### src/rtl/pulse_seq_ctrl_if.sv
// pulse_seq_ctrl_if: sequencer-to-channel bus carrying pulse config, one-hot start and done return.
interface pulse_seq_ctrl_if #(
    parameter int N_CH = 4
) ();
    logic [N_CH-1:0] pl_fire;
    logic [4:0]      pl_mlt;
    logic [16:0]     pl_duration;
    logic [N_CH-1:0] pl_done;

    modport master (output pl_fire, output pl_mlt, output pl_duration, input pl_done);
    modport slave  (input pl_fire, input pl_mlt, input pl_duration, output pl_done);
endinterface

### src/rtl/pulse_seq_ctrl.sv
// pulse_seq_ctrl: runs a repeating program table of {ch, mlt, duration, gap} steps over a bank of pulse channels.
// Optional done-wait watchdog enabled by defining SEQ_TIMEOUT_EN.
module pulse_seq_ctrl #(
    parameter int N_CH        = 4,
    parameter int N_STEPS     = 8,
    parameter int CH_W        = 2,
    parameter int GAP_W       = 16,
    parameter int TIMEOUT_CYC = 1000000,
    localparam int AW = $clog2(N_STEPS),
    localparam int EW = CH_W + 5 + 17 + GAP_W
) (
    input  logic                clk_Seq,
    input  logic                rst_n,
    input  logic                seq_go,
    input  logic                seq_abort,
    input  logic [AW-1:0]       last_step,
    input  logic [7:0]          rep_count,
    input  logic                tbl_we,
    input  logic [AW-1:0]       tbl_addr,
    input  logic [EW-1:0]       tbl_wdata,
    pulse_seq_ctrl_if.master    pl,
    output logic                busy,
    output logic [AW-1:0]       step_idx,
    output logic                seq_done,
    output logic                err
);

    typedef enum logic [2:0] {
        ST_IDLE  = 3'd0,
        ST_LOAD  = 3'd1,
        ST_FIRE  = 3'd2,
        ST_CLEAR = 3'd3,
        ST_GAP   = 3'd4,
        ST_NEXT  = 3'd5,
        ST_DRAIN = 3'd6
    } state_t;

    if (N_STEPS != (1 << AW)) begin : g_bad_steps
        $error("N_STEPS must be a power of 2");
    end
    if (TIMEOUT_CYC < 1) begin : g_bad_timeout
        $error("TIMEOUT_CYC must be at least 1");
    end

    function automatic logic [N_CH-1:0] ch_onehot(input logic [CH_W-1:0] ch);
        logic [N_CH-1:0] oh;
        oh = {N_CH{1'b0}};
        for (int i = 0; i < N_CH; i++) begin
            oh[i] = (32'(ch) == 32'(i));
        end
        return oh;
    endfunction

    function automatic logic ch_valid(input logic [CH_W-1:0] ch);
        return (32'(ch) < 32'(N_CH));
    endfunction

    logic [EW-1:0]    tbl_mem [N_STEPS];
    logic [EW-1:0]    tbl_rd_s;
    logic [CH_W-1:0]  tbl_ch_s;
    logic [4:0]       tbl_mlt_s;
    logic [16:0]      tbl_dur_s;
    logic [GAP_W-1:0] tbl_gap_s;

    state_t           state_r;
    logic [N_CH-1:0]  done_meta_r;
    logic [N_CH-1:0]  done_sync_r;
    logic [N_CH-1:0]  fire_r;
    logic [N_CH-1:0]  ch_oh_r;
    logic [4:0]       mlt_r;
    logic [16:0]      dur_r;
    logic [GAP_W-1:0] gap_r;
    logic [GAP_W-1:0] gap_cnt_r;
    logic [AW-1:0]    step_idx_r;
    logic [AW-1:0]    last_r;
    logic [7:0]       rep_r;
    logic [7:0]       reps_r;
    logic [8:0]       reps_inc_s;
    logic             busy_r;
    logic             seq_done_r;
    logic             err_r;
    logic             done_hit_s;
    logic             done_any_s;
    logic             wd_expired_s;

    assign tbl_rd_s   = tbl_mem[step_idx_r];
    assign tbl_ch_s   = tbl_rd_s[EW-1 -: CH_W];
    assign tbl_mlt_s  = tbl_rd_s[GAP_W+17 +: 5];
    assign tbl_dur_s  = tbl_rd_s[GAP_W +: 17];
    assign tbl_gap_s  = tbl_rd_s[GAP_W-1:0];

    assign done_hit_s = |(done_sync_r & ch_oh_r);
    assign done_any_s = |done_sync_r;
    assign reps_inc_s = {1'b0, reps_r} + 9'd1;

    assign pl.pl_fire     = fire_r;
    assign pl.pl_mlt      = mlt_r;
    assign pl.pl_duration = dur_r;
    assign busy           = busy_r;
    assign step_idx       = step_idx_r;
    assign seq_done       = seq_done_r;
    assign err            = err_r;

    // Program table storage; writable only while the sequencer is idle, never reset.
    always_ff @(posedge clk_Seq) begin
        if (tbl_we && (state_r == ST_IDLE)) begin
            tbl_mem[tbl_addr] <= tbl_wdata;
        end
    end

    // Two-flop synchronizer for the channel done lines, which arrive from another clock domain.
    always_ff @(posedge clk_Seq or negedge rst_n) begin
        if (!rst_n) begin
            done_meta_r <= {N_CH{1'b0}};
            done_sync_r <= {N_CH{1'b0}};
        end else begin
            done_meta_r <= pl.pl_done;
            done_sync_r <= done_meta_r;
        end
    end

`ifdef SEQ_TIMEOUT_EN
    localparam int WD_W = $clog2(TIMEOUT_CYC) + 1;
    localparam logic [WD_W-1:0] WD_LIM = WD_W'(TIMEOUT_CYC - 1);
    logic [WD_W-1:0] wd_cnt_r;

    assign wd_expired_s = (wd_cnt_r == WD_LIM);

    // Watchdog: cycles spent waiting on one step's done handshake, restarted at every LOAD.
    always_ff @(posedge clk_Seq or negedge rst_n) begin
        if (!rst_n) begin
            wd_cnt_r <= {WD_W{1'b0}};
        end else if ((state_r == ST_FIRE) || (state_r == ST_CLEAR)) begin
            wd_cnt_r <= wd_cnt_r + WD_W'(1);
        end else begin
            wd_cnt_r <= {WD_W{1'b0}};
        end
    end
`else
    assign wd_expired_s = 1'b0;
`endif

    // Sequencer FSM with all channel-facing and status outputs registered.
    always_ff @(posedge clk_Seq or negedge rst_n) begin
        if (!rst_n) begin
            state_r    <= ST_IDLE;
            fire_r     <= {N_CH{1'b0}};
            ch_oh_r    <= {N_CH{1'b0}};
            mlt_r      <= 5'd0;
            dur_r      <= 17'd0;
            gap_r      <= {GAP_W{1'b0}};
            gap_cnt_r  <= {GAP_W{1'b0}};
            step_idx_r <= {AW{1'b0}};
            last_r     <= {AW{1'b0}};
            rep_r      <= 8'd0;
            reps_r     <= 8'd0;
            busy_r     <= 1'b0;
            seq_done_r <= 1'b0;
            err_r      <= 1'b0;
        end else begin
            seq_done_r <= 1'b0;
            if (busy_r && seq_abort && (state_r != ST_DRAIN)) begin
                fire_r  <= {N_CH{1'b0}};
                state_r <= ST_DRAIN;
            end else begin
                case (state_r)
                    ST_IDLE: begin
                        if (seq_go && !seq_abort) begin
                            step_idx_r <= {AW{1'b0}};
                            reps_r     <= 8'd0;
                            err_r      <= 1'b0;
                            busy_r     <= 1'b1;
                            last_r     <= last_step;
                            rep_r      <= rep_count;
                            state_r    <= ST_LOAD;
                        end
                    end
                    ST_LOAD: begin
                        mlt_r     <= tbl_mlt_s;
                        dur_r     <= tbl_dur_s;
                        gap_r     <= tbl_gap_s;
                        ch_oh_r   <= ch_onehot(tbl_ch_s);
                        if (ch_valid(tbl_ch_s)) begin
                            state_r <= ST_FIRE;
                        end else begin
                            err_r   <= 1'b1;
                            state_r <= ST_NEXT;
                        end
                    end
                    ST_FIRE: begin
                        // Fire rises one cycle into FIRE so the config is already stable on the bus.
                        if (wd_expired_s) begin
                            err_r   <= 1'b1;
                            fire_r  <= {N_CH{1'b0}};
                            state_r <= ST_DRAIN;
                        end else if (done_hit_s) begin
                            fire_r  <= {N_CH{1'b0}};
                            state_r <= ST_CLEAR;
                        end else begin
                            fire_r  <= ch_oh_r;
                        end
                    end
                    ST_CLEAR: begin
                        if (wd_expired_s) begin
                            err_r   <= 1'b1;
                            state_r <= ST_DRAIN;
                        end else if (!done_hit_s) begin
                            gap_cnt_r <= {GAP_W{1'b0}};
                            state_r   <= (gap_r == {GAP_W{1'b0}}) ? ST_NEXT : ST_GAP;
                        end
                    end
                    ST_GAP: begin
                        if (gap_cnt_r == (gap_r - GAP_W'(1))) begin
                            state_r <= ST_NEXT;
                        end else begin
                            gap_cnt_r <= gap_cnt_r + GAP_W'(1);
                        end
                    end
                    ST_NEXT: begin
                        if (step_idx_r != last_r) begin
                            step_idx_r <= step_idx_r + AW'(1);
                            state_r    <= ST_LOAD;
                        end else if ((rep_r != 8'd0) && (reps_inc_s == {1'b0, rep_r})) begin
                            seq_done_r <= 1'b1;
                            busy_r     <= 1'b0;
                            state_r    <= ST_IDLE;
                        end else begin
                            // Saturate so an endless run can never wrap into a false completion.
                            if (reps_r != 8'hFF) begin
                                reps_r <= reps_r + 8'd1;
                            end
                            step_idx_r <= {AW{1'b0}};
                            state_r    <= ST_LOAD;
                        end
                    end
                    ST_DRAIN: begin
                        if (!done_any_s) begin
                            busy_r  <= 1'b0;
                            state_r <= ST_IDLE;
                        end
                    end
                    default: begin
                        fire_r  <= {N_CH{1'b0}};
                        busy_r  <= 1'b0;
                        state_r <= ST_IDLE;
                    end
                endcase
            end
        end
    end

endmodule

### src/flat_wrapper.sv
// flat-port wrapper written by rule: the top's interface ports become plain ports
module pulse_seq_ctrl_flat 
#(
    parameter int N_CH        = 4,
    parameter int N_STEPS     = 8,
    parameter int CH_W        = 2,
    parameter int GAP_W       = 16,
    parameter int TIMEOUT_CYC = 1000000,
    localparam int AW = $clog2(N_STEPS),
    localparam int EW = CH_W + 5 + 17 + GAP_W
)
  (clk_Seq, rst_n, seq_go, seq_abort, last_step, rep_count, tbl_we, tbl_addr, tbl_wdata, busy, step_idx, seq_done, err, pl_pl_fire, pl_pl_mlt, pl_pl_duration, pl_pl_done);
  pulse_seq_ctrl_if #(.N_CH(N_CH)) pl_i ();
  input  logic clk_Seq;
  input  logic rst_n;
  input  logic seq_go;
  input  logic seq_abort;
  input  logic [AW-1:0] last_step;
  input  logic [7:0] rep_count;
  input  logic tbl_we;
  input  logic [AW-1:0] tbl_addr;
  input  logic [EW-1:0] tbl_wdata;
  output logic busy;
  output logic [AW-1:0] step_idx;
  output logic seq_done;
  output logic err;
  output wire logic [$bits(pl_i.pl_fire)-1:0] pl_pl_fire;
  output wire logic [$bits(pl_i.pl_mlt)-1:0] pl_pl_mlt;
  output wire logic [$bits(pl_i.pl_duration)-1:0] pl_pl_duration;
  input wire logic [$bits(pl_i.pl_done)-1:0] pl_pl_done;
  assign pl_pl_fire = pl_i.pl_fire;
  assign pl_pl_mlt = pl_i.pl_mlt;
  assign pl_pl_duration = pl_i.pl_duration;
  assign pl_i.pl_done = pl_pl_done;
  pulse_seq_ctrl #(.N_CH(N_CH), .N_STEPS(N_STEPS), .CH_W(CH_W), .GAP_W(GAP_W), .TIMEOUT_CYC(TIMEOUT_CYC)) u_core (.clk_Seq(clk_Seq), .rst_n(rst_n), .seq_go(seq_go), .seq_abort(seq_abort), .last_step(last_step), .rep_count(rep_count), .tbl_we(tbl_we), .tbl_addr(tbl_addr), .tbl_wdata(tbl_wdata), .pl(pl_i), .busy(busy), .step_idx(step_idx), .seq_done(seq_done), .err(err));
endmodule
### config.mk
export PLATFORM = sky130hd
export DESIGN_NAME = pulse_seq_ctrl_flat
export DESIGN_NICKNAME = d
export VERILOG_FILES = /design/src/rtl/pulse_seq_ctrl_if.sv /design/src/rtl/pulse_seq_ctrl.sv /design/src/flat_wrapper.sv
export SDC_FILE = /design/constraint.sdc
export NUM_CORES = 1
export LEC_CHECK = 0
export CAP_MARGIN = 30
export CORE_UTILIZATION = 50
export DETAILED_ROUTE_END_ITERATION = 7
export DONT_BUFFER_PORTS = 1
export SYNTH_ARGS = -nofsm -noshare
export SYNTH_HDL_FRONTEND = slang
export SYNTH_SLANG_ARGS = --single-unit
### constraint.sdc
create_clock -name clk_Seq -period 5.27 [get_ports clk_Seq]
set_clock_uncertainty 0.15 [all_clocks]
set_input_delay 0.527 -clock clk_Seq [delete_from_list [all_inputs] [get_ports clk_Seq]]
set_output_delay 0.527 -clock clk_Seq [all_outputs]
set_load 0.05 [all_outputs]
**Word-level counts from Yosys, hierarchy flattened**

Memory sizes are Yosys's and may differ from the RTL's.
Index checks and enable logic that the tools add are counted.

- Register bits: 97
- Memory bits (writable): 320
- Input bits: 63
- Memories: 1

- $add $sub $neg: 5
- Eq/ne operators: 29
- Mux-type cells: 36
- Bitwise gates (word level): 3
- Reduce and logical (&&, ||, !) cells: 23

Memory list:

| name | words | bits a word | rd ports | clocked after memory_dff | write ports | RTL line | source |
|---|---|---|---|---|---|---|---|
| u_core.tbl_mem | 8 | 40 | 1 | 0 | 1 | pulse_seq_ctrl.sv:58 | `logic [EW-1:0] tbl_mem [N_STEPS];` |

Operators by type and width:

| operator | number |
|---|---|
| $mux W16 | 2 |
| $mux W8 | 4 |
| $pmux W16 S2 | 1 |
| $mux W3 | 10 |
| $pmux W3 S7 | 1 |
| $add A16 B1 Y16 const B | 1 |
| $eq A16 B16 Y1 | 1 |
| $logic_not A16 Y1 | 1 |
| $pmux W8 S2 | 1 |
| $sub A16 B1 Y16 const B | 1 |
| $mux W1 | 12 |
| $ne A2 B2 Y1 const B | 6 |
| $ne A3 B3 Y1 const B | 4 |
| $reduce_and A6 Y1 | 2 |
| $reduce_or A4 Y1 | 3 |
| $add A8 B1 Y9 const B | 1 |
| $eq A3 B3 Y1 const B | 3 |
| $eq A9 B8 Y1 | 1 |
| $add A8 B1 Y8 const B | 1 |
| $mux W4 | 2 |
| $ne A8 B8 Y1 const B | 1 |
| $pmux W4 S2 | 1 |
| $reduce_and A4 Y1 | 2 |
| $reduce_bool A8 Y1 | 1 |
| other kinds (22) | 33 |

**Logic depth before layout (Yosys ltp)**

- Depth in word-level cells: 7
- Depth in mapped cells: 10

**Worst setup path after synthesis**

Ideal clock, no wire load.

- Kind: register to register
- Start point: reg u_core.state_r[1]
- End point: mem u_core.tbl_mem[1][0] (netlist bit), enable pin
- Library setup time: 0.487 ns
- Arrival: 3.837 ns
- Data required time: 4.633 ns
- Slack: 0.795 ns
- Stages on the path, launching flop included: 5
- Path buffers: 1
- Cell sequence: dfrtp_1 buf_1 nor3_1 nand3_1 nor3_1

- Longest elaborated chain between the ends: 4

RTL lines:

| what | RTL line | source |
|---|---|---|
| start, declared | pulse_seq_ctrl.sv:65 | `state_t state_r;` |
| start signal, assigned | pulse_seq_ctrl.sv:209 | `state_r <= (gap_r == {GAP_W{1'b0}}) ? ST_NEXT : ST_GAP;` |
| $logic_not A3 Y1 | pulse_seq_ctrl.sv:106 | `if (tbl_we && (state_r == ST_IDLE)) begin` |
| $logic_and A1 B1 Y1 | pulse_seq_ctrl.sv:106 |  |
| $mux W1 | pulse_seq_ctrl.sv:106 |  |
| $mux W1 (implied by the code) | pulse_seq_ctrl.sv:107 | `tbl_mem[tbl_addr] <= tbl_wdata;` |
| end, declared | pulse_seq_ctrl.sv:58 |  |

Every way passes these cells.

**Worst setup path in the final report**

- Start point: reg u_core.gap_r[0]
- End point: reg u_core.gap_cnt_r[14]

- Longest elaborated chain between the ends: 4

RTL lines:

| what | RTL line | source |
|---|---|---|
| start, declared | pulse_seq_ctrl.sv:72 | `logic [GAP_W-1:0] gap_r;` |
| start signal, assigned | pulse_seq_ctrl.sv:151 | `gap_r <= {GAP_W{1'b0}};` |
| start signal, assigned | pulse_seq_ctrl.sv:181 | `gap_r <= tbl_gap_s;` |
| $sub A16 B1 Y16 | pulse_seq_ctrl.sv:213 | `if (gap_cnt_r == (gap_r - GAP_W'(1))) begin` |
| $eq A16 B16 Y1 | pulse_seq_ctrl.sv:213 |  |
| $ne A2 B2 Y1 (no source line) | n/a |  |
| $reduce_and A4 Y1 (no source line) | n/a |  |
| end signal, assigned | pulse_seq_ctrl.sv:152 | `gap_cnt_r <= {GAP_W{1'b0}};` |
| end signal, assigned | pulse_seq_ctrl.sv:208 | `gap_cnt_r <= {GAP_W{1'b0}};` |
| end signal, assigned | pulse_seq_ctrl.sv:216 | `gap_cnt_r <= gap_cnt_r + GAP_W'(1);` |
| end, declared | pulse_seq_ctrl.sv:73 | `logic [GAP_W-1:0] gap_cnt_r;` |

Every way passes these cells.
A chain may end at the register's enable or synchronous reset.

==> qor.yml <==
setup_path:
  r2r_start: "u_core.gap_r[0]"
  cp-start-kind: "flip-flop"
  ff2ff_path_depth: 10
  crit_chain: "inv_1 -> ha_1 -> or4b_1 -> or4_1 -> o311ai_1 -> o2bb2ai_1 -> a2111oi_4 -> nor4b_2 -> nand4_1 -> mux2i_1"
  r2r_end: "u_core.gap_cnt_r[14]"
  crit_buf_inv: 1
  crit_path_max_fanout: 9
  r2r_setup_slack_ps: 1760
  worstSetupEndpointType: "flip-flop"
  crit_path_max_incr_delay_ps: 670
  required_ps: 5590
  worst-setup-path-type: "flip-flop to flip-flop"
  cp_data_arrival_time_ps: 3830
  cp_slowest_cell: "a2111oi_4"
  crit_family: "simple AND/OR/NAND/NOR gates"
yosys:
  ys_ff_latch: 417
  synth.avg_cell_area_um2: 17.07
  synth_area_um2: 16950
  synth_seq_area_share: 0.7102
  syn_inst: 993
  ys_types: 63
  synth_warnings: 0
  syn_nets: 1060
  synth_edf_count: 320
  synth_top_flop_cell: "edfxtp_1"
  synthArstFlopShare: 0.2326
power:
  power_mw: 8.880
  peakVddDrop_mv: 0.2766
  internal_power_mw: 6.208
  swShare: 0.3010
  power_frac_clock: 0.328
  power_frac_seq: 0.506
  p_comb_frac: 0.166
  p_sw_mw: 2.673
  powerDensity_nw_per_um2: 455.6
  leakage_nw: 6.539
drt:
  wl_um: 34360
  vias: 8785
  wl_per_cell_um: 22.21
  dr.pass1.iters: 5
  drt_iter0_drc: 651
  ant_nets: 0
  drc_errors: 0
  viasPerCell: 5.679
layout:
  multiInputGateArea_um2: 4766
  fillCellCount: 2523
  seqCellArea_um2: 12050
  mostFrequentLayoutCell: "edfxtp_1"
  layout-drive-gt1-share: 0.1812
  areaGrowthSynthToFinish_pct: 15.01
  mostFrequentLayoutCells: "320 x edfxtp_1, 94 x dfrtp_1, 80 x mux4_2, 79 x nand2_1, 56 x dlygate4sd3_1"
  final_nets: 1131
outcome:
  status: "completed"
clock_tree:
  numCtsBuffers: 43
  cts_root_buf: "clkbuf_16"
  cts_buffer_depth: 3
  h-tree-depth: 2
  cts_tree: "done"
  clkSinkCount: 417
  clkTransAtPathRegs_ps: 60
  clk_latency_ps: 570
global_route:
  grt_pass1_vias: 9089
  grt_overflow: 0
  grt_pass1_wl_um: 53960
  grt_use_total: 0.2111
  antenna_found_initial: 2
  grt_max_degree: 98
sta:
  finalHoldViolCount: 0
  rsz0062_at_grt: "no"
  setup_tns_ps: 0
  fin_crit_ps: 3512
  final_max_slew_viol_count: 0
  relSlewSlack: 0.3739
  finalSetupViolCount: 0
  fmax_ghz: 0.2848
  tightest_slew_ps: 934.1
  post-route-period-util: 0.6663
floorplan:
  initial_utilization: 0.5067
  design.core.area_um2: 33450
  die_x_um: 186.1
  die-area_um2: 34640
  die_h_um: 186.1
  row_count: 67
  io_pins: 95
hold_path:
  hold_class: "flip-flop to flip-flop"
  hold_depth: 0
  hp-start: "u_core.done_meta_r[2]"
  min_to: "u_core.done_sync_r[2]"
placement:
  port_buffers: 0
  gp_congestion: 0.7996
  hpwlAfterDp_um: 19480
flow_run:
  max_cap_violations: 0
[registers in the layout, indices dropped and copies added, names as in the netlist]
name	cells
u_core.pl.pl_duration	17
u_core.busy	1
u_core.pl.pl_fire	4
u_core.ch_oh_r	4
u_core.seq_done	1
u_core.tbl_mem	320
u_core.last_r	3
u_core.done_meta_r	4
u_core.reps_r	8
u_core.gap_cnt_r	16
u_core.gap_r	16
u_core.step_idx	3
u_core.rep_r	8
u_core.state_r	3
u_core.done_sync_r	4
u_core.pl.pl_mlt	5
[synthesized netlist by cell type (3+ instances only)]
cell / count / share of area
edfxtp_1: 320 / 0.57
dfrtp_1: 97 / 0.14
mux4_2: 80 / 0.11
nand2_1: 79 / 0.017
o21ai_0: 48 / 0.014
mux2i_1: 47 / 0.028
nor2_1: 41 / 0.0091
clkbuf_1: 33 / 0.0073
xnor2_1: 27 / 0.014
mux2_2: 15 / 0.010
nor3_1: 14 / 0.0041
buf_1: 12 / 0.0027
nand3_1: 12 / 0.0035
a21oi_1: 10 / 0.0030
inv_1: 10 / 0.0022
nor4_1: 10 / 0.0037
and3_1: 9 / 0.0033
nor2b_1: 8 / 0.0030
xor2_1: 8 / 0.0041
nand3b_1: 7 / 0.0031
or2_2: 7 / 0.0026
a31oi_1: 6 / 0.0022
nand2b_1: 6 / 0.0022
a22o_1: 5 / 0.0026
o21bai_1: 5 / 0.0022
o31ai_1: 5 / 0.0022
a21o_1: 4 / 0.0018
and2_1: 4 / 0.0015
ha_1: 4 / 0.0030
nand4_1: 4 / 0.0015
a211o_1: 3 / 0.0016
a211oi_1: 3 / 0.0013
a311oi_1: 3 / 0.0016
a31o_1: 3 / 0.0016
a32o_1: 3 / 0.0018
a41oi_1: 3 / 0.0016
nor3b_1: 3 / 0.0013
o211ai_1: 3 / 0.0013
or4_1: 3 / 0.0013
[logic make-up (layout without fill, tap and decap cells)]
family / after synthesis / after routing / synth area share
AO/OA/AOI/OAI: 119 / 119 / 0.04740
XOR/XNOR: 35 / 35 / 0.01809
adder cells (fa/ha/maj): 4 / 4 / 0.002953
buffers and inverters: 57 / 162 / 0.01292
flip-flops: 417 / 417 / 0.7102
multiplexers: 142 / 142 / 0.1440
other: 1 / 2 / 0.0002213
AND/OR/NAND/NOR: 218 / 218 / 0.06423
[cell type report]
cell class,instances,share of cell area
flip-flops and latches,417,0.6181
multi-input cells,519,0.2445
clock buffers,67,0.06393
repair buffers,73,0.03736
well taps,448,0.02876
clock inverters,12,0.005328
inverters,10,0.001926
diodes,1,0.0001284
[through the flow]
stage                     hold slack (ps)  setup WS [ps]  cells    util  area (um^2)
after global placement              84.34           1811   1409  0.5239        17520
after floorplan                     81.41          795.2    993       -        16950
after detailed placement            85.54           1740   1410  0.5247        17550
after CTS                           204.6           1744   1546  0.5827        19490
final                               201.0           1758   1547  0.5828        19490
after global routing                209.4           1461   1547  0.5828        19490
[metal layers]
| metal | up-vias | GRT usage | part of all wire |
|---|---|---|---|
| met4 | 2 | 0.05082 | 0.015 |
| li1 | 4054 | - | - |
| met2 | 186 | 0.3443 | 0.49 |
| met1 | 4498 | 0.2931 | 0.45 |
| met3 | 45 | 0.04344 | 0.046 |
| met5 | - | 0 | 0.00035 |
[worst register-to-register path: cells and delay by family, from the launching register on]
family	cells	cell delay (ps)
compound gates	3	910
fa+ha+maj	1	260
buf+inv	1	90
flops	1	440
mux	1	180
simple gates	4	1410
[power groups by stage]
stage	Combinational (mW)	Clock (mW)	Sequential [mW]
2_1_floorplan	1.23	0	4.38
3_3_place_gp	1.39	0	4.56
3_5_place_dp	1.40	0	4.56
4_1_cts	1.49	2.99	4.50
5_1_grt	1.65	3.11	4.54
6_report	1.47	2.92	4.49
[how the worst max path moves through the flow]
stage               slack (ps)              endpoint              start  cells past startpoint
global route              1460  u_core.gap_cnt_r[12]    u_core.gap_r[0]                     10
CTS                       1740  u_core.gap_cnt_r[14]    u_core.gap_r[0]                     10
finish                    1760  u_core.gap_cnt_r[14]    u_core.gap_r[0]                     10
floorplan                  800  u_core.tbl_mem[1][0]  u_core.state_r[1]                      4
global placement          1810  u_core.gap_cnt_r[12]    u_core.gap_r[0]                     10
detailed placement        1740  u_core.gap_cnt_r[14]    u_core.gap_r[0]                     10
[timing repair]
action / 4_1_cts / 5_1_grt
hold buffers: 57 / 0
gates resized for setup: 0 / 0
endpoints found under the hold margin: 432 / 0
buffers inserted: 0 / 0
No activity file was read; power rests on OpenSTA's default activity.
